`config.mk`:
```
export PLATFORM = sky130hd
export DESIGN_NAME = cpu_step_ctrl
export DESIGN_NICKNAME = d
export VERILOG_FILES = /design/src/rtl/cpu_step_ctrl_pkg.sv /design/src/rtl/cpu_step_ctrl_key_debounce.sv /design/src/rtl/cpu_step_ctrl.sv
export SDC_FILE = /design/constraint.sdc
export NUM_CORES = 1
export LEC_CHECK = 0
export BUFFER_PORTS_ARGS = -buffer_cell sky130_fd_sc_hd__buf_2
export CORE_MARGIN = 8
export CORE_UTILIZATION = 57
export CTS_CLUSTER_DIAMETER = 40
export DETAILED_ROUTE_END_ITERATION = 8
export PLACE_DENSITY_LB_ADDON = 0.25
export SLEW_MARGIN = 20
export SYNTH_ARGS = -nofsm -noshare
export SYNTH_HDL_FRONTEND = slang
export SYNTH_SLANG_ARGS = --single-unit
```
`constraint.sdc`:
```
create_clock -name clk -period 4.73 [get_ports clk]
set_input_delay 0.2365 -clock clk [delete_from_list [all_inputs] [get_ports clk]]
set_output_delay 0.2365 -clock clk [all_outputs]
set_load 0.02 [all_outputs]
```
`src/rtl/cpu_step_ctrl_pkg.sv`:
```
// Shared definitions for the CPU execution sequencer and its key debouncer.
package cpu_step_ctrl_pkg;

  // FSM encoding is visible on the state output, so the values are fixed.
  typedef enum logic [1:0] {
    S_IDLE  = 2'b00,
    S_RUN   = 2'b01,
    S_BREAK = 2'b10
  } state_e;

  // 20 ms at 50 MHz for real hardware; simulation uses a short window.
  localparam int unsigned DEB_CYCLES_HW  = 1_000_000;
  localparam int unsigned DEB_CYCLES_SIM = 4;

endpackage

```
`src/rtl/cpu_step_ctrl_key_debounce.sv`:
```
// Push-button conditioner: 2-flop synchronizer, stability counter and a
// one-cycle pulse when the debounced level falls (press). Release is silent.
module key_debounce
  import cpu_step_ctrl_pkg::*;
#(
  parameter int unsigned DEB_CYCLES = DEB_CYCLES_HW
) (
  input  logic clk,
  input  logic rst_n,
  input  logic key_n,
  output logic press_p
);

  localparam int unsigned CW = $clog2(DEB_CYCLES + 1);
  localparam logic [CW-1:0] LAST = CW'(DEB_CYCLES - 1);

  logic          sync1_q, sync2_q;
  logic          stable_q, stable_d;
  logic [CW-1:0] cnt_q, cnt_d;
  logic          press_q, press_d;

  // Stability counter: restarts whenever the synced key agrees with the
  // stable level, and commits the new level after DEB_CYCLES disagreeing cycles.
  always_comb begin
    stable_d = stable_q;
    cnt_d    = '0;
    press_d  = 1'b0;
    if (sync2_q != stable_q) begin
      if (cnt_q == LAST) begin
        stable_d = sync2_q;
        press_d  = ~sync2_q;
      end else begin
        cnt_d = cnt_q + CW'(1);
      end
    end
  end

  // Synchronizer and debounce state; released (high) level after reset.
  always_ff @(posedge clk) begin
    if (!rst_n) begin
      sync1_q  <= 1'b1;
      sync2_q  <= 1'b1;
      stable_q <= 1'b1;
      cnt_q    <= '0;
      press_q  <= 1'b0;
    end else begin
      sync1_q  <= key_n;
      sync2_q  <= sync1_q;
      stable_q <= stable_d;
      cnt_q    <= cnt_d;
      press_q  <= press_d;
    end
  end

  assign press_p = press_q;

endmodule

```
`src/rtl/cpu_step_ctrl.sv`:
```
// Execution sequencer for the single-cycle 8-bit CPU: produces a one-cycle
// datapath enable from manual single-steps, a free-run rate counter, and a
// PC breakpoint that parks the CPU in BREAK until stepped or returned to IDLE.
module cpu_step_ctrl
  import cpu_step_ctrl_pkg::*;
#(
  parameter int unsigned DEB_CYCLES = DEB_CYCLES_HW,
  parameter int unsigned RATE_W     = 26,
  parameter int unsigned PC_W       = 8,
  parameter int unsigned CNT_W      = 16
) (
  input  logic              clk,
  input  logic              rst_n,
  input  logic              key_step_n,
  input  logic              mode_run,
  input  logic              bp_en,
  input  logic [PC_W-1:0]   bp_addr,
  input  logic [RATE_W-1:0] rate_div,
  input  logic [PC_W-1:0]   pc,
  output logic              cpu_en,
  output logic [1:0]        state,
  output logic              halted,
  output logic [CNT_W-1:0]  step_count
);

  logic press_p;

  key_debounce #(
    .DEB_CYCLES(DEB_CYCLES)
  ) u_key_debounce (
    .clk    (clk),
    .rst_n  (rst_n),
    .key_n  (key_step_n),
    .press_p(press_p)
  );

  state_e             state_q, state_d;
  logic [RATE_W-1:0]  rcnt_q, rcnt_d;
  logic               cpu_en_q, pulse_d;
  logic [CNT_W-1:0]   step_q;
  logic [RATE_W-1:0]  rate_last;
  logic               terminal;
  logic               bp_hit;

  // A rate of 0 behaves like 1; ">=" lets a lowered rate fire immediately.
  assign rate_last = (rate_div == '0) ? '0 : rate_div - RATE_W'(1);
  assign terminal  = (rcnt_q >= rate_last);
  assign bp_hit    = bp_en && (pc == bp_addr);

  // Next-state and pulse decision; mode_run=0 overrides terminal count and press.
  always_comb begin
    state_d = state_q;
    rcnt_d  = rcnt_q;
    pulse_d = 1'b0;
    unique case (state_q)
      S_IDLE: begin
        if (press_p) pulse_d = 1'b1;
        if (mode_run) begin
          state_d = S_RUN;
          rcnt_d  = '0;
        end
      end
      S_RUN: begin
        if (!mode_run) begin
          state_d = S_IDLE;
          rcnt_d  = '0;
        end else if (terminal) begin
          rcnt_d = '0;
          if (bp_hit) state_d = S_BREAK;
          else        pulse_d = 1'b1;
        end else begin
          rcnt_d = rcnt_q + RATE_W'(1);
        end
      end
      S_BREAK: begin
        if (!mode_run) begin
          state_d = S_IDLE;
        end else if (press_p) begin
          pulse_d = 1'b1;
          state_d = S_RUN;
          rcnt_d  = '0;
        end
      end
      default: begin
        state_d = S_IDLE;
        rcnt_d  = '0;
      end
    endcase
  end

  // State, rate counter, registered enable and issued-step counter.
  always_ff @(posedge clk) begin
    if (!rst_n) begin
      state_q  <= S_IDLE;
      rcnt_q   <= '0;
      cpu_en_q <= 1'b0;
      step_q   <= '0;
    end else begin
      state_q  <= state_d;
      rcnt_q   <= rcnt_d;
      cpu_en_q <= pulse_d;
      if (pulse_d) step_q <= step_q + CNT_W'(1);
    end
  end

  assign cpu_en     = cpu_en_q;
  assign state      = state_q;
  assign halted     = (state_q == S_BREAK);
  assign step_count = step_q;

endmodule

```
==> summary.txt, run 1 <==
Commonest non-fill, non-tap cell in the layout -> nor2_1
DRC viols -> 0
Worst Hold Launch -> key_step_n
Pre-antenna DRT Iters -> 4
Pin count of the biggest net entering global routing -> 27
Vias per cell -> 5.46
HP Class -> in2reg
Aggregate routed wire length -> 9380 µm
Worst skew pair latency -> 0.34 ns
I/O pins -> 67
Post-Synthesis Cells -> 537
Slew margin rel. -> 52.3%
Number of post-CTS setup repair buffers -> 0
Worst Setup Start Kind -> input pin
Die Wd -> 103 µm
Fin worst setup slack -> 0.292 ns
Grt ovf -> 0
Max VDD drop -> 137 µV
Clk root buf -> clkbuf_8
Post-cts gate resize count -> 0
Critical path class -> in2reg
Drt initial violations -> 151
Worst path max stage delay -> 0.58 ns
Worst Path Buf+Inv -> 2
Status -> finished clean
Reg-to-reg endpoint -> step_count[5]$_SDFFE_PN0P_
Min Clock Period, post-route -> 4.44 ns
Commonest non-fill, non-tap cells in the layout -> nor2_1 (75), dfxtp_1 (69), nand2_1 (66), buf_2 (66), xor2_1 (39)
Final Max Tran Viols -> 0
Register-to-Register Path Depth -> 10
Flops & latches, synth -> 69
Die Ht -> 103 µm
Synth cell types -> 47
Initial Utilization -> 59.3%
Finish-stage setup viols -> 0
Core Footprint -> 7290 µm²
Least-Margin Pin Slew -> 0.713 ns
Setup TNS -> 0 ns
RSZ-0062 raised after global routing -> no
Max Fanout on Critical Path -> 5
First-pass GRT wire length -> 16100 µm
Pwr dens -> 224 nW/µm²
Net count, final -> 691
Final hold slack -> 0.0834 ns
Arr. time, crit path -> 4.67 ns
RePlAce Congestion -> 0.832
Synth warn -> 0
Clock skew -> 0.00706 ns
Max Buffers Root-to-Sink -> 2
Fin util -> 67.8%
Max-cap violations -> 0
Critical Path RT -> 4.96 ns
FMAX -> 0.225 GHz
Die area -> 10600 µm²
GR Util All Layers -> 18.6%
Stages on worst setup path -> 19
Site row count -> 31
R2R Path Start -> rcnt_q[3]$_SDFFE_PN0P_
Leading post-synthesis cells by cell area -> dfxtp_1 (32%), ha_1 (9.8%), xor2_1 (7.9%)
Detail Placement HPWL -> 7480 µm
Fin. Hold Viols -> 0
Total Power -> 1.11 mW
Cell depth of the worst min-delay path -> 2
CTS Sinks -> 69
Share of layout cells above drive strength 1 -> 15.3%
Via Count -> 3896
Area grow syn2layout -> 14.4%
# H-tree levels -> 3
Vias in the first global route -> 3855
Avg Cell Area, Syn -> 8.05 µm²
Post-Syn Area -> 4320 µm²
CTS Hold Bufs -> 0
Post-Layout Inst Area -> 4940 µm²
EDFF count, synth -> 0
Worst slack at placement -> -0.0728 ns
Area share of the largest cell type after synthesis -> 32.0%
Fin crit share -> 93.8%
Top delay family on crit path -> simple AND/OR/NAND/NOR gates
Crit end category -> flip-flop
P_leak -> 2.10 nW
Seq/Total Area, Yosys -> 32.0%
Hold path endpoint -> u_key_debounce.sync1_q$_SDFF_PN1_
Dominant cell type by area after synthesis -> dfxtp_1
Post-Place Cells -> 698
Wire length per cell -> 13.1 µm
Non-filler cells, final -> 714
CTS Buf Count -> 9
Top_reg_cell synth -> dfxtp_1
Initial antenna violation count -> 0
Register-to-register setup slack -> 1.93 ns
Antenna Nets Post-Route -> 0
Reg clk slew, reported paths -> 0.06 ns
Mapped Nets -> 618
Port bufs -> 66
Ys async rst share -> 0%
DP Area -> 4790 µm²
CTS tree -> yes
# diodes -> 0
Max stage delay cell, worst path -> or4_4
Crit-path cells -> buf_2, or4_4, nor4_4, and2b_1, nand4_2, or4_4, nor4_1, xor2_1, nand2_1, ha_1, and4_1, and4_1, nand2_1, o311ai_2, o21ai_2, buf_4, a211oi_1, a21oi_1, a31o_2
==> where the power goes <==
part	internal [mW]	switching, mW
combinational	0.0546	0.0744
sequential	0.585	0.00515
clock	0.190	0.199
total	0.830	0.278
==> layer usage <==
| layer | wire length, µm | vias to the layer above | GRT usage, % |
|---|---|---|---|
| li1 | - | 2016 | - |
| met1 | 4420 | 1803 | 21.6 |
| met2 | 4480 | 66 | 33.1 |
| met3 | 326 | 11 | 2.90 |
| met4 | 155 | 0 | 7.68 |
| met5 | 0 | - | 0 |
==> area by class of cell <==
| type | instances | area, µm² |
|---|---|---|
| Fill cell | 668 | 2350 |
| Clock buffer | 14 | 143 |
| Tap cell | 99 | 124 |
| Timing Repair Buffer | 74 | 390 |
| Sequential cell | 69 | 1380 |
| Clock inverter | 2 | 10.0 |
| Multi-Input combinational cell | 441 | 2840 |
| Inverter | 15 | 56.3 |
==> kinds of logic after synthesis <==
| kind of cell | share of synthesized area [%] |
|---|---|
| simple gates | 30.2 |
| compound gates | 9.24 |
| xor+xnor | 15.0 |
| buf+inv | 2.34 |
| fa+ha+maj | 9.84 |
| flops | 32.0 |
| mux | 1.39 |
==> worst max path at each step <==
stage	startpoint	to	slack [ns]
2_1_floorplan	rate_div[9]	step_count[15]$_SDFFE_PN0P_	0.35
3_3_place_gp	rate_div[9]	step_count[6]$_SDFFE_PN0P_	0.09
3_5_place_dp	rate_div[9]	step_count[6]$_SDFFE_PN0P_	-0.07
4_1_cts	rate_div[9]	step_count[6]$_SDFFE_PN0P_	0.29
5_1_grt	rate_div[9]	step_count[6]$_SDFFE_PN0P_	0.02
6_report	rate_div[9]	step_count[6]$_SDFFE_PN0P_	0.29
==> worst register-to-register path, cell delays in order, from the launching register on <==
cell and delay (ns):
dfxtp_1 0.44, ha_1 0.28, a21o_1 0.18, a21o_1 0.18, a221oi_1 0.45, o311ai_2 0.24
o21ai_2 0.25, buf_4 0.17, nand2_1 0.16, nand4_1 0.20, mux2i_1 0.20
==> cell usage after synthesis, drive strengths merged, types with 3 or more instances <==
master  instances
nor4b           3
inv            15
xor2           39
nand2          66
nor4            8
and4            7
a211oi          3
or4             4
a21oi          26
nand2b          8
a21o            4
or3             4
ha             34
and3           16
o21ai          17
nor2           75
nand3          31
nor2b           4
clkbuf         12
and2            5
mux2i           6
nor3           12
dfxtp          69
o31ai           3
xnor2          35
nand4          13
==> state kept, by name (all words and copies together), names as in the netlist <==
name and count:
step_count 16, u_key_debounce.press_p 1, rcnt_q 26, state 2
u_key_debounce.cnt_q 20, u_key_debounce.stable_q 1, u_key_debounce.sync2_q 1, u_key_debounce.sync1_q 1
cpu_en 1
Power figures use the tool's default switching activity.
==> inputs of run 2 (changes only) <==
==> constraint.sdc (replaced) <==
create_clock -name clk -period 4.9 [get_ports clk]
set_input_delay 0.245 -clock clk [delete_from_list [all_inputs] [get_ports clk]]
set_output_delay 0.245 -clock clk [all_outputs]
set_load 0.02 [all_outputs]
==> run 2 against run 1 <==
Count of clock-buffer cells in the layout fell by 2. Non-clock buffer count down 1. Hold slack improved by 0.020 ns. Die area is the same. Cell count decreased by 0.14%. Via count decreased by 0.54%. Combinational power fell by 4%. Critical path type unchanged.
==> summary.txt, run 2 (synthesis results as in run 1) <==
CTS Hold Bufs -> 0
Crit end category -> flip-flop
Wire length per cell -> 13.0 µm
Number of post-CTS setup repair buffers -> 0
Worst slack at placement -> 0.210 ns
Worst Setup Start Kind -> input pin
RePlAce Congestion -> 0.813
Non-filler cells, final -> 713
Reg clk slew, reported paths -> 0.07 ns
Detail Placement HPWL -> 7270 µm
Clock skew -> 0.00795 ns
Finish-stage setup viols -> 0
Slew margin rel. -> 51.9%
Max Fanout on Critical Path -> 8
Post-cts gate resize count -> 0
FMAX -> 0.229 GHz
Least-Margin Pin Slew -> 0.720 ns
Fill cell count -> 640
DRC viols -> 0
Register area -> 1380 µm²
Via Count -> 3875
Post-Layout Inst Area -> 4990 µm²
Core Footprint -> 7290 µm²
Initial Utilization -> 59.3%
Fin. Hold Viols -> 0
CTS tree -> yes
Die Wd -> 103 µm
GR Util All Layers -> 18.4%
Min Clock Period, post-route -> 4.36 ns
Die area -> 10600 µm²
Post-Place Cells -> 697
Port bufs -> 66
Biggest register -> rcnt_q
First-pass GRT wire length -> 15800 µm
Max VDD drop -> 130 µV
CTS Buf Count -> 9
HP Class -> in2reg
Net switching share of the total power -> 23.8%
Drt initial violations -> 185
Clock power frac -> 40.7%
Commonest non-fill, non-tap cells in the layout -> nor2_1 (75), dfxtp_1 (69), nand2_1 (66), buf_2 (66), xor2_1 (39)
P_int -> 0.892 mW
Pin count of the biggest net entering global routing -> 27
CTS Sinks -> 69
Max reg flops -> 26
DP Area -> 4780 µm²
Aggregate routed wire length -> 9290 µm
Area occupied by multi-input gates -> 2840 µm²
Die Ht -> 103 µm
Grt ovf -> 0
Antenna Nets Post-Route -> 0
Fin util -> 68.5%
Arr. time, crit path -> 4.63 ns
Status -> finished clean
Max-cap violations -> 0
Max Buffers Root-to-Sink -> 2
Vias in the first global route -> 3750
Area grow syn2layout -> 15.5%
Fin crit share -> 89.0%
Logic gate share of total power -> 10.6%
Critical Path RT -> 5.17 ns
Commonest non-fill, non-tap cell in the layout -> nor2_1
I/O pins -> 67
Worst skew pair latency -> 0.34 ns
Share of layout cells above drive strength 1 -> 16.0%
# diodes -> 0
Pwr dens -> 234 nW/µm²
Pre-antenna DRT Iters -> 4
Site row count -> 31
Critical path class -> in2reg
Final Max Tran Viols -> 0
Seq pwr share -> 48.7%
Psw -> 0.278 mW
Clk root buf -> clkbuf_8
RSZ-0062 raised after global routing -> no
Setup TNS -> 0 ns
Net count, final -> 690
P_leak -> 2.12 nW
Initial antenna violation count -> 0
Fin worst setup slack -> 0.537 ns
Vias per cell -> 5.43
# H-tree levels -> 3
[run 2: path summary, 6_finish.rpt]
check / from / cells after the start / end / slack, ns
worst max-delay path: rate_div[9] / 18 / step_count[15]$_SDFFE_PN0P_ / 0.54
worst min-delay path: key_step_n / 2 / u_key_debounce.sync1_q$_SDFF_PN1_ / 0.10
worst max register to register: rcnt_q[3]$_SDFFE_PN0P_ / 9 / step_count[5]$_SDFFE_PN0P_ / 2.10
worst min register to register: u_key_debounce.sync1_q$_SDFF_PN1_ / 1 / u_key_debounce.sync2_q$_SDFF_PN1_ / 0.44
[run 2: cell type report]
cell class	instances	share of cell area [%]
clock inverter	4	0.902
tap	99	2.48
clock buffer	12	3.31
multi-input combinational	441	56.9
inverter	15	1.13
timing repair buffer	73	7.67
sequential	69	27.7
[run 2: power groups by stage]
stage	registers [mW]	clock network, mW	logic (mW)
floorplan	0.583	0	0.0734
global placement	0.582	0	0.119
detailed placement	0.582	0	0.124
CTS	0.570	0.485	0.124
global route	0.570	0.510	0.139
finish	0.570	0.476	0.124
[run 2: stage by stage]
stage / total power, mW / hold WS (ns)
after detailed placement: 0.706 / 0.413
after CTS: 1.18 / 0.0958
after floorplan: 0.657 / 0.346
after global routing: 1.22 / 0.109
after global placement: 0.701 / 0.396
final: 1.17 / 0.104
[run 2: metal layers]
layer	GRT usage (%)	routed length (µm)
met5	0	0
met4	9.34	164
met3	2.90	440
met2	31.7	4370
met1	21.7	4310
[run 2: critical path, stage by stage]
cell and delay, ns:
buf_2 0.13, or4_4 0.57, nor4_4 0.17, and2b_1 0.19
nand4_2 0.13, or4_4 0.45, nor4_1 0.24, xor2_1 0.17
nand2_1 0.07, ha_1 0.30, and4_1 0.26, and4_1 0.24
nand2_1 0.07, o311ai_2 0.38, o21ai_2 0.18, and2_0 0.18
or4_1 0.50, a21oi_1 0.15
